## src/rtl/uart_tx_gen2.sv

```systemverilog
// UART transmitter: small word FIFO feeding a serializer with runtime frame
// format (5-8 data bits, none/even/odd parity, 1 or 2 stop bits) and baud divisor.
module uart_tx_gen2 #(
  parameter int DEPTH = 4,
  parameter int DIV_W = 16
) (
  input  logic                   clock,
  input  logic                   resetn,
  input  logic                   uart_en,
  input  logic [DIV_W-1:0]       baud_div,
  input  logic [1:0]             data_bits,
  input  logic [1:0]             parity_mode,
  input  logic                   stop2,
  input  logic                   tx_valid,
  input  logic [7:0]             tx_data,
  output logic                   tx_ready,
  output logic [$clog2(DEPTH):0] fifo_count,
  output logic                   busy,
  output logic                   TX,
  output logic                   tx_done
);

  localparam int PW = $clog2(DEPTH);
  localparam int CW = $clog2(DEPTH) + 1;
  localparam logic [CW-1:0] DEPTH_C = CW'(DEPTH);

  typedef enum logic [2:0] {IDLE, START, DATA, PARITY, STOP} state_t;

  logic [7:0]       mem [DEPTH];
  logic [PW-1:0]    wr_ptr_reg;
  logic [PW-1:0]    rd_ptr_reg;
  logic [CW-1:0]    count_reg;

  state_t           state_reg;
  logic [DIV_W-1:0] baud_cnt_reg;
  logic [DIV_W-1:0] baud_next;
  logic [DIV_W-1:0] div_reg;
  logic [2:0]       bit_cnt_reg;
  logic [2:0]       last_bit;
  logic             stop_cnt_reg;
  logic [7:0]       shift_reg;
  logic             par_reg;
  logic [1:0]       bits_reg;
  logic [1:0]       parity_reg;
  logic             stop2_reg;

  logic push;
  logic pop;
  logic bit_end;
  logic stop_last;
  logic frame_end;

  assign tx_ready   = resetn && uart_en && (count_reg < DEPTH_C);
  assign push       = tx_valid && tx_ready;
  assign bit_end    = (baud_cnt_reg == div_reg);
  assign baud_next  = baud_cnt_reg + DIV_W'(1);
  assign stop_last  = (stop_cnt_reg == stop2_reg);
  assign frame_end  = (state_reg == STOP) && bit_end && stop_last;
  // A new frame starts either from IDLE or directly out of the final stop bit.
  assign pop        = uart_en && (count_reg != '0) && ((state_reg == IDLE) || frame_end);
  assign last_bit   = {1'b0, bits_reg} + 3'd4;
  assign fifo_count = count_reg;
  assign busy       = (state_reg != IDLE);

  always_ff @(posedge clock) begin
    if (push) begin
      mem[wr_ptr_reg] <= tx_data;
    end
  end

  always_ff @(posedge clock) begin
    if (!resetn) begin
      wr_ptr_reg <= '0;
      rd_ptr_reg <= '0;
      count_reg  <= '0;
    end else begin
      if (push) begin
        wr_ptr_reg <= wr_ptr_reg + PW'(1);
      end
      if (pop) begin
        rd_ptr_reg <= rd_ptr_reg + PW'(1);
      end
      case ({push, pop})
        2'b10:   count_reg <= count_reg + CW'(1);
        2'b01:   count_reg <= count_reg - CW'(1);
        default: count_reg <= count_reg;
      endcase
    end
  end

  always_ff @(posedge clock) begin
    if (!resetn) begin
      state_reg    <= IDLE;
      TX           <= 1'b1;
      tx_done      <= 1'b0;
      baud_cnt_reg <= '0;
      bit_cnt_reg  <= '0;
      stop_cnt_reg <= 1'b0;
      shift_reg    <= '0;
      par_reg      <= 1'b0;
      div_reg      <= '0;
      bits_reg     <= '0;
      parity_reg   <= '0;
      stop2_reg    <= 1'b0;
    end else begin
      tx_done <= 1'b0;
      if ((state_reg != IDLE) && !uart_en) begin
        state_reg    <= IDLE;
        TX           <= 1'b1;
        baud_cnt_reg <= '0;
        bit_cnt_reg  <= '0;
      end else if (pop) begin
        state_reg    <= START;
        TX           <= 1'b0;
        baud_cnt_reg <= '0;
        bit_cnt_reg  <= '0;
        stop_cnt_reg <= 1'b0;
        par_reg      <= 1'b0;
        shift_reg    <= mem[rd_ptr_reg];
        div_reg      <= baud_div;
        bits_reg     <= data_bits;
        parity_reg   <= parity_mode;
        stop2_reg    <= stop2;
      end else begin
        case (state_reg)
          IDLE: begin
            TX <= 1'b1;
          end
          START: begin
            if (bit_end) begin
              state_reg    <= DATA;
              baud_cnt_reg <= '0;
              bit_cnt_reg  <= '0;
              TX           <= shift_reg[0];
              par_reg      <= shift_reg[0];
              shift_reg    <= shift_reg >> 1;
            end else begin
              baud_cnt_reg <= baud_next;
            end
          end
          DATA: begin
            if (bit_end) begin
              baud_cnt_reg <= '0;
              if (bit_cnt_reg == last_bit) begin
                if (^parity_reg) begin
                  state_reg <= PARITY;
                  TX        <= par_reg ^ parity_reg[1];
                end else begin
                  state_reg    <= STOP;
                  TX           <= 1'b1;
                  stop_cnt_reg <= 1'b0;
                  tx_done      <= (div_reg == '0) && !stop2_reg;
                end
              end else begin
                bit_cnt_reg <= bit_cnt_reg + 3'd1;
                TX          <= shift_reg[0];
                par_reg     <= par_reg ^ shift_reg[0];
                shift_reg   <= shift_reg >> 1;
              end
            end else begin
              baud_cnt_reg <= baud_next;
            end
          end
          PARITY: begin
            if (bit_end) begin
              state_reg    <= STOP;
              baud_cnt_reg <= '0;
              TX           <= 1'b1;
              stop_cnt_reg <= 1'b0;
              tx_done      <= (div_reg == '0) && !stop2_reg;
            end else begin
              baud_cnt_reg <= baud_next;
            end
          end
          STOP: begin
            // tx_done is registered one edge early so it lands in the final clock.
            if (bit_end) begin
              baud_cnt_reg <= '0;
              if (!stop_last) begin
                stop_cnt_reg <= 1'b1;
                tx_done      <= (div_reg == '0);
              end else begin
                state_reg <= IDLE;
                TX        <= 1'b1;
              end
            end else begin
              baud_cnt_reg <= baud_next;
              tx_done      <= stop_last && (baud_next == div_reg);
            end
          end
          default: begin
            state_reg <= IDLE;
            TX        <= 1'b1;
          end
        endcase
      end
    end
  end

endmodule

```

## config.mk

```make
export PLATFORM = sky130hd
export DESIGN_NAME = uart_tx_gen2
export DESIGN_NICKNAME = d
export VERILOG_FILES = /design/src/rtl/uart_tx_gen2.sv
export SDC_FILE = /design/constraint.sdc
export NUM_CORES = 1
export LEC_CHECK = 0
export BUFFER_PORTS_ARGS = -buffer_cell sky130_fd_sc_hd__buf_2
export CAP_MARGIN = 0
export CORE_UTILIZATION = 60
export DETAILED_ROUTE_END_ITERATION = 7
export PLACE_DENSITY = 0.9
export SLEW_MARGIN = 10
export SYNTH_ARGS = -nofsm -noshare
export SYNTH_HDL_FRONTEND = slang
export SYNTH_SLANG_ARGS = --single-unit
```

## constraint.sdc

```tcl
create_clock -name clock -period 4.9 [get_ports clock]
set_input_delay 0.245 -clock clock [delete_from_list [all_inputs] [get_ports clock]]
set_output_delay 0.245 -clock clock [all_outputs]
set_load 0.005 [all_outputs]
```

==> results of run 1 <==
-- worst paths after layout --
kind | start | slack [ps] | end
max | baud_cnt_reg[3] | 1130 | fifo_count[2]
min | tx_data[7] | 70 | mem[0][7]
max reg2reg | baud_cnt_reg[3] | 1130 | fifo_count[2]
min reg2reg | bits_reg[1] | 490 | bits_reg[1]
-- cells in the final DEF (no fill, tap or decap), types with 2 or more instances in the layout --
master / synthesis / final
mux4_2: 8 / 8
buf_4: 0 / 2
nor2_1: 34 / 34
buf_2: 5 / 39
and2_1: 9 / 9
ha_1: 7 / 7
nor3_1: 7 / 7
a31oi_1: 10 / 10
xor2_1: 21 / 21
nor4_1: 10 / 10
o21bai_1: 2 / 2
a21oi_1: 20 / 20
xnor2_1: 28 / 28
a211o_1: 2 / 2
or4_4: 2 / 2
dfxtp_1: 64 / 64
and3_1: 8 / 8
o311ai_0: 2 / 2
nand2_1: 84 / 84
o21ai_0: 19 / 19
inv_1: 10 / 10
a21boi_0: 24 / 24
nor2b_1: 6 / 6
nand2b_1: 3 / 3
inv_6: 0 / 3
clkbuf_8: 0 / 9
nand3_1: 13 / 13
clkinv_8: 0 / 2
a31o_2: 2 / 2
or3_1: 5 / 5
o31ai_1: 3 / 3
edfxtp_1: 32 / 32
or4_1: 4 / 4
nand4_1: 9 / 9
-- report_power, final --
part,leakage [uW],internal (uW),switching [uW]
clock,0.000105,209,328
sequential,0.000808,939,139
combinational,0.000901,459,741
-- per-stage QoR --
step	setup WS [ps]	cell area (sq um)	utilization	total power (uW)	hold slack (ps)
detailed placement	1220	4950	0.644	2260	462
global route	822	5160	0.671	2980	59.1
CTS	1160	5160	0.671	2800	68.4
global placement	1260	4950	0.644	2210	453
finish	1130	5160	0.671	2820	69.6
floorplan	1290	4760	-	2010	344
-- cell families after synthesis --
| logic type | count (synthesis) | share of synthesized area |
|---|---|---|
| AO/OA/AOI/OAI | 95 | 0.133 |
| buffers and inverters | 42 | 0.0407 |
| flip-flops | 96 | 0.471 |
| adder cells (fa/ha/maj) | 8 | 0.0226 |
| multiplexers | 8 | 0.0378 |
| XOR/XNOR | 49 | 0.0901 |
| AND/OR/NAND/NOR | 202 | 0.205 |
-- layer usage --
metal,global-route usage,share of wire,wire length (microns)
met5,0,0,0
met4,0.0926,0.018,189
met3,0.0477,0.055,579
met2,0.429,0.48,5020
met1,0.367,0.45,4710
-- layout make-up --
cell class | count | area share
multi-input combinational | 362 | 0.451
timing repair buffer | 41 | 0.0407
clock inverter | 7 | 0.0167
clock buffer | 9 | 0.0240
sequential | 96 | 0.435
tap | 102 | 0.0247
inverter | 11 | 0.00800
==> flow_metrics.tcl, run 1 <==
set metrics [dict create \
    critPathKind "reg2reg" \
    syn-num-nets 541 \
    wirelength_microns 10500 \
    drc_errors 0 \
    start_util 0.620 \
    hold_class "in2reg" \
    hold_viol 0 \
    timing.critical_path.buf_inv 3 \
    grt_pass1_vias 3555 \
    endpoint_kind "register" \
    rows 32 \
    yosys_warnings 0 \
    ys_seq_area_frac 0.471 \
    start_kind "register" \
    slew_violations 0 \
    final-seq-area_sq_mm 0.00224 \
    area_growth_syn_to_layout_pct 8.30 \
    antenna_found_initial 0 \
    post-route-min-period_ps 3770 \
    period_share 0.770 \
    viasPerCell 5.94 \
    fmax_mhz 265 \
    port_buffers 39 \
    multiInputGateArea_sq_mm 0.00233 \
    postCtsHoldBufs 0 \
    crit_arrival_ps 4080 \
    placed_cells 612 \
    grt_pass1_wl_microns 17300 \
    p_leak_uw 0.00181 \
    grt_usage 0.268 \
    grt.overflow.total 0 \
    syn-cell-area_sq_mm 0.00476 \
    drt_iter0_markers 403 \
    synth_most_common_cell "nand2_1" \
    cts_tree "built" \
    reg2reg_depth 12 \
    grt_max_degree 46 \
    root_buffer "clkbuf_8" \
    antennaDiodeCount 0 \
    crit_top_cell "xor2_1" \
    synthCells 500 \
    finalClockSkew_ps 8.71 \
    drt_first_pass_iters 5 \
    die_h_microns 91.1 \
    num_vias 3731 \
    drv_cap 0 \
    clockBufferDepth 2 \
    required_ps 5210 \
    slowest_stage "dfxtp_1" \
    setup_tns_ps 0 \
    clk_latency_ps 380 \
    drive_above_1_share 0.139 \
    status "complete, no violations" \
    ys_types 54 \
    fin_nets 562 \
    netlist.area_leader.share 0.269 \
    relSlewSlack 0.349 \
    numCtsBuffers 9 \
    die_w_microns 91.1 \
    cts.repair.resized 0 \
    synth_edf_count 32 \
    synthArstFlopShare 0 \
    syn_avg_cell_area_sq_um 9.53 \
    cp_top_family "simple AND/OR/NAND/NOR gates" \
    clkSlewWorstSetupHoldPaths_ps 110 \
    cts_setup_buffers 0 \
    worst-path-stages 12 \
    largest_reg_flops 32 \
    synthTopCellsByArea "dfxtp_1, edfxtp_1, nand2_1, xnor2_1, xor2_1" \
    routedWlPerCell_microns 16.7 \
    nFillCells 623 \
    dieArea_sq_mm 0.00830 \
    cts.htree.levels 3 \
    power_density_mw_per_mm2 546 \
    ant_nets 0 \
    layout.cells.non_filler 628 \
    max_stage_delay_ps 570 \
    dp_hpwl_microns 7280 \
    rsz0062_at_grt "false" \
    cts_num_sinks 96 \
    path_cells "xor2_1, or4_4, nor4_1, buf_4, a21oi_2, clkinv_1, ha_1, inv_1, fa_1, xor2_1, or3_1, a21boi_0" \
    core_sq_mm 0.00769 \
    setup_viol 0 \
    synth_top_flop_cell "dfxtp_1" \
    holdPathStages 1 \
    io-pin-count 40 \
    yosysTopAreaCell "dfxtp_1" \
    gp_congestion 0.936 \
    synth_common_cells "nand2_1, dfxtp_1, nor2_1" \
    synth.ff_latch_count 96 \
    path_max_fanout 34 \
    tightest_slew_ps 970 \
    ir_drop_uv 343 \
]
No activity file was read; power rests on OpenSTA's default activity.
==> run 2: changes to the inputs <==
==> constraint.sdc (replaced) <==
create_clock -name clock -period 3.7 [get_ports clock]
set_input_delay 0.185 -clock clock [delete_from_list [all_inputs] [get_ports clock]]
set_output_delay 0.185 -clock clock [all_outputs]
set_load 0.005 [all_outputs]
==> flow_metrics.tcl, run 2 (synthesis gave the netlist of run 1 again) <==
set metrics [dict create \
    final_common_cell "nand2_1" \
    net-switching-power_uw 1560 \
    ant_nets 0 \
    ir_drop_uv 659 \
    seq_power_share 0.390 \
    hold_class "in2reg" \
    p_leak_uw 0.00181 \
    cts.repair.resized 0 \
    clk_latency_ps 370 \
    layout.cells.non_filler 630 \
    drt_first_pass_iters 5 \
    start_util 0.620 \
    gp_congestion 0.889 \
    num_vias 3738 \
    layout_common_cells "nand2_1, dfxtp_1, buf_2, nor2_1, edfxtp_1" \
    drive_above_1_share 0.142 \
    power_density_mw_per_mm2 715 \
    crit_arrival_ps 3560 \
    start_kind "register" \
    placed_cells 614 \
    required_ps 3980 \
    drv_cap 0 \
    die_h_microns 91.1 \
    slew_violations 0 \
    tightest_slew_ps 561 \
    hold_viol 0 \
    cts_num_sinks 96 \
    viasPerCell 5.93 \
    numCtsBuffers 9 \
    cts_setup_buffers 0 \
    finalClockSkew_ps 12.6 \
    fmax_mhz 305 \
    cts.htree.levels 3 \
    fin_nets 564 \
    pwr-share-comb 0.426 \
    setup_viol 0 \
    dp_hpwl_microns 7460 \
    grt_pass1_vias 3534 \
    largest_reg_flops 32 \
    period_share 0.887 \
    clkSlewWorstSetupHoldPaths_ps 110 \
    postCtsHoldBufs 0 \
    die_w_microns 91.1 \
    fin_ws_ps 416 \
    path_max_fanout 11 \
    rsz0062_at_grt "false" \
    wirelength_microns 10600 \
    grt.overflow.total 0 \
    root_buffer "clkbuf_8" \
    setup_tns_ps 0 \
    antennaDiodeCount 0 \
    io-pin-count 40 \
    grt_pass1_wl_microns 17300 \
    critPathKind "reg2reg" \
    dieArea_sq_mm 0.00830 \
    core_sq_mm 0.00769 \
    endpoint_kind "register" \
    antenna_found_initial 0 \
    rows 32 \
    grt_max_degree 45 \
    p_total_uw 3690 \
    routedWlPerCell_microns 16.9 \
    post-route-min-period_ps 3280 \
    grt_usage 0.269 \
    p_int_uw 2120 \
    relSlewSlack 0.625 \
    status "complete, no violations" \
    drt_iter0_markers 362 \
    drc_errors 0 \
    area_growth_syn_to_layout_pct 8.27 \
    port_buffers 39 \
    swShare 0.424 \
    clockBufferDepth 2 \
    post-place-ws_ps 559 \
    cts_tree "built" \
    clock_power_share 0.184 \
]
[run 2: cell types whose count changed in the layout (fill, tap and decap cells not counted)]
cell	previous run	this run
inv_12	1	0
clkinvlp_4	0	1
clkinv_8	2	1
clkinv_4	0	1
buf_4	2	4
[run 2: per-stage QoR]
step | instance area, sq um | util | hold slack, ps
finish | 5160 | 0.671 | 14.1
CTS | 5160 | 0.671 | 4.58
global route | 5160 | 0.671 | 5.74
global placement | 4960 | 0.646 | 394
floorplan | 4760 | - | 284
detailed placement | 4960 | 0.646 | 401
[run 2: worst paths after layout]
path | slack [ps] | cells after the start | to | startpoint
min reg2reg | 480 | 2 | shift_reg[6] | shift_reg[7]
min | 10 | 1 | mem[1][7] | tx_data[7]
max | 420 | 11 | fifo_count[2] | baud_cnt_reg[3]
max reg2reg | 420 | 11 | fifo_count[2] | baud_cnt_reg[3]
[run 2: layout make-up]
class / instances / area, sq um
inverter: 11 / 41.3
timing repair buffer: 43 / 225
clock buffer: 9 / 124
fill: 600 / 2530
multi-input combinational: 362 / 2330
tap: 102 / 128
sequential: 96 / 2240
clock inverter: 7 / 70.1
[run 2: worst max-delay path, cell delays in order (launching register included)]
cell and delay [ps]:
dfxtp_1 560, xor2_1 130, or4_4 500, nor4_1 430, a21oi_2 110, clkinv_1 90, ha_1 190, inv_1 70
fa_1 380, xor2_1 170, or3_1 350, a21boi_0 230
[run 2: power groups by stage]
| stage | logic (uW) | registers, uW | clock network [uW] |
|---|---|---|---|
| 6_report | 1570 | 1440 | 677 |
| 5_1_grt | 1730 | 1460 | 725 |
| 4_1_cts | 1560 | 1440 | 678 |
| 3_5_place_dp | 1540 | 1460 | 0 |
| 3_3_place_gp | 1500 | 1450 | 0 |
| 2_1_floorplan | 1290 | 1370 | 0 |
[run 2: routing by layer]
metal	part of all wire	global-route usage
met1	0.43	0.344
met2	0.49	0.453
met3	0.057	0.0494
met4	0.021	0.103
met5	0	0
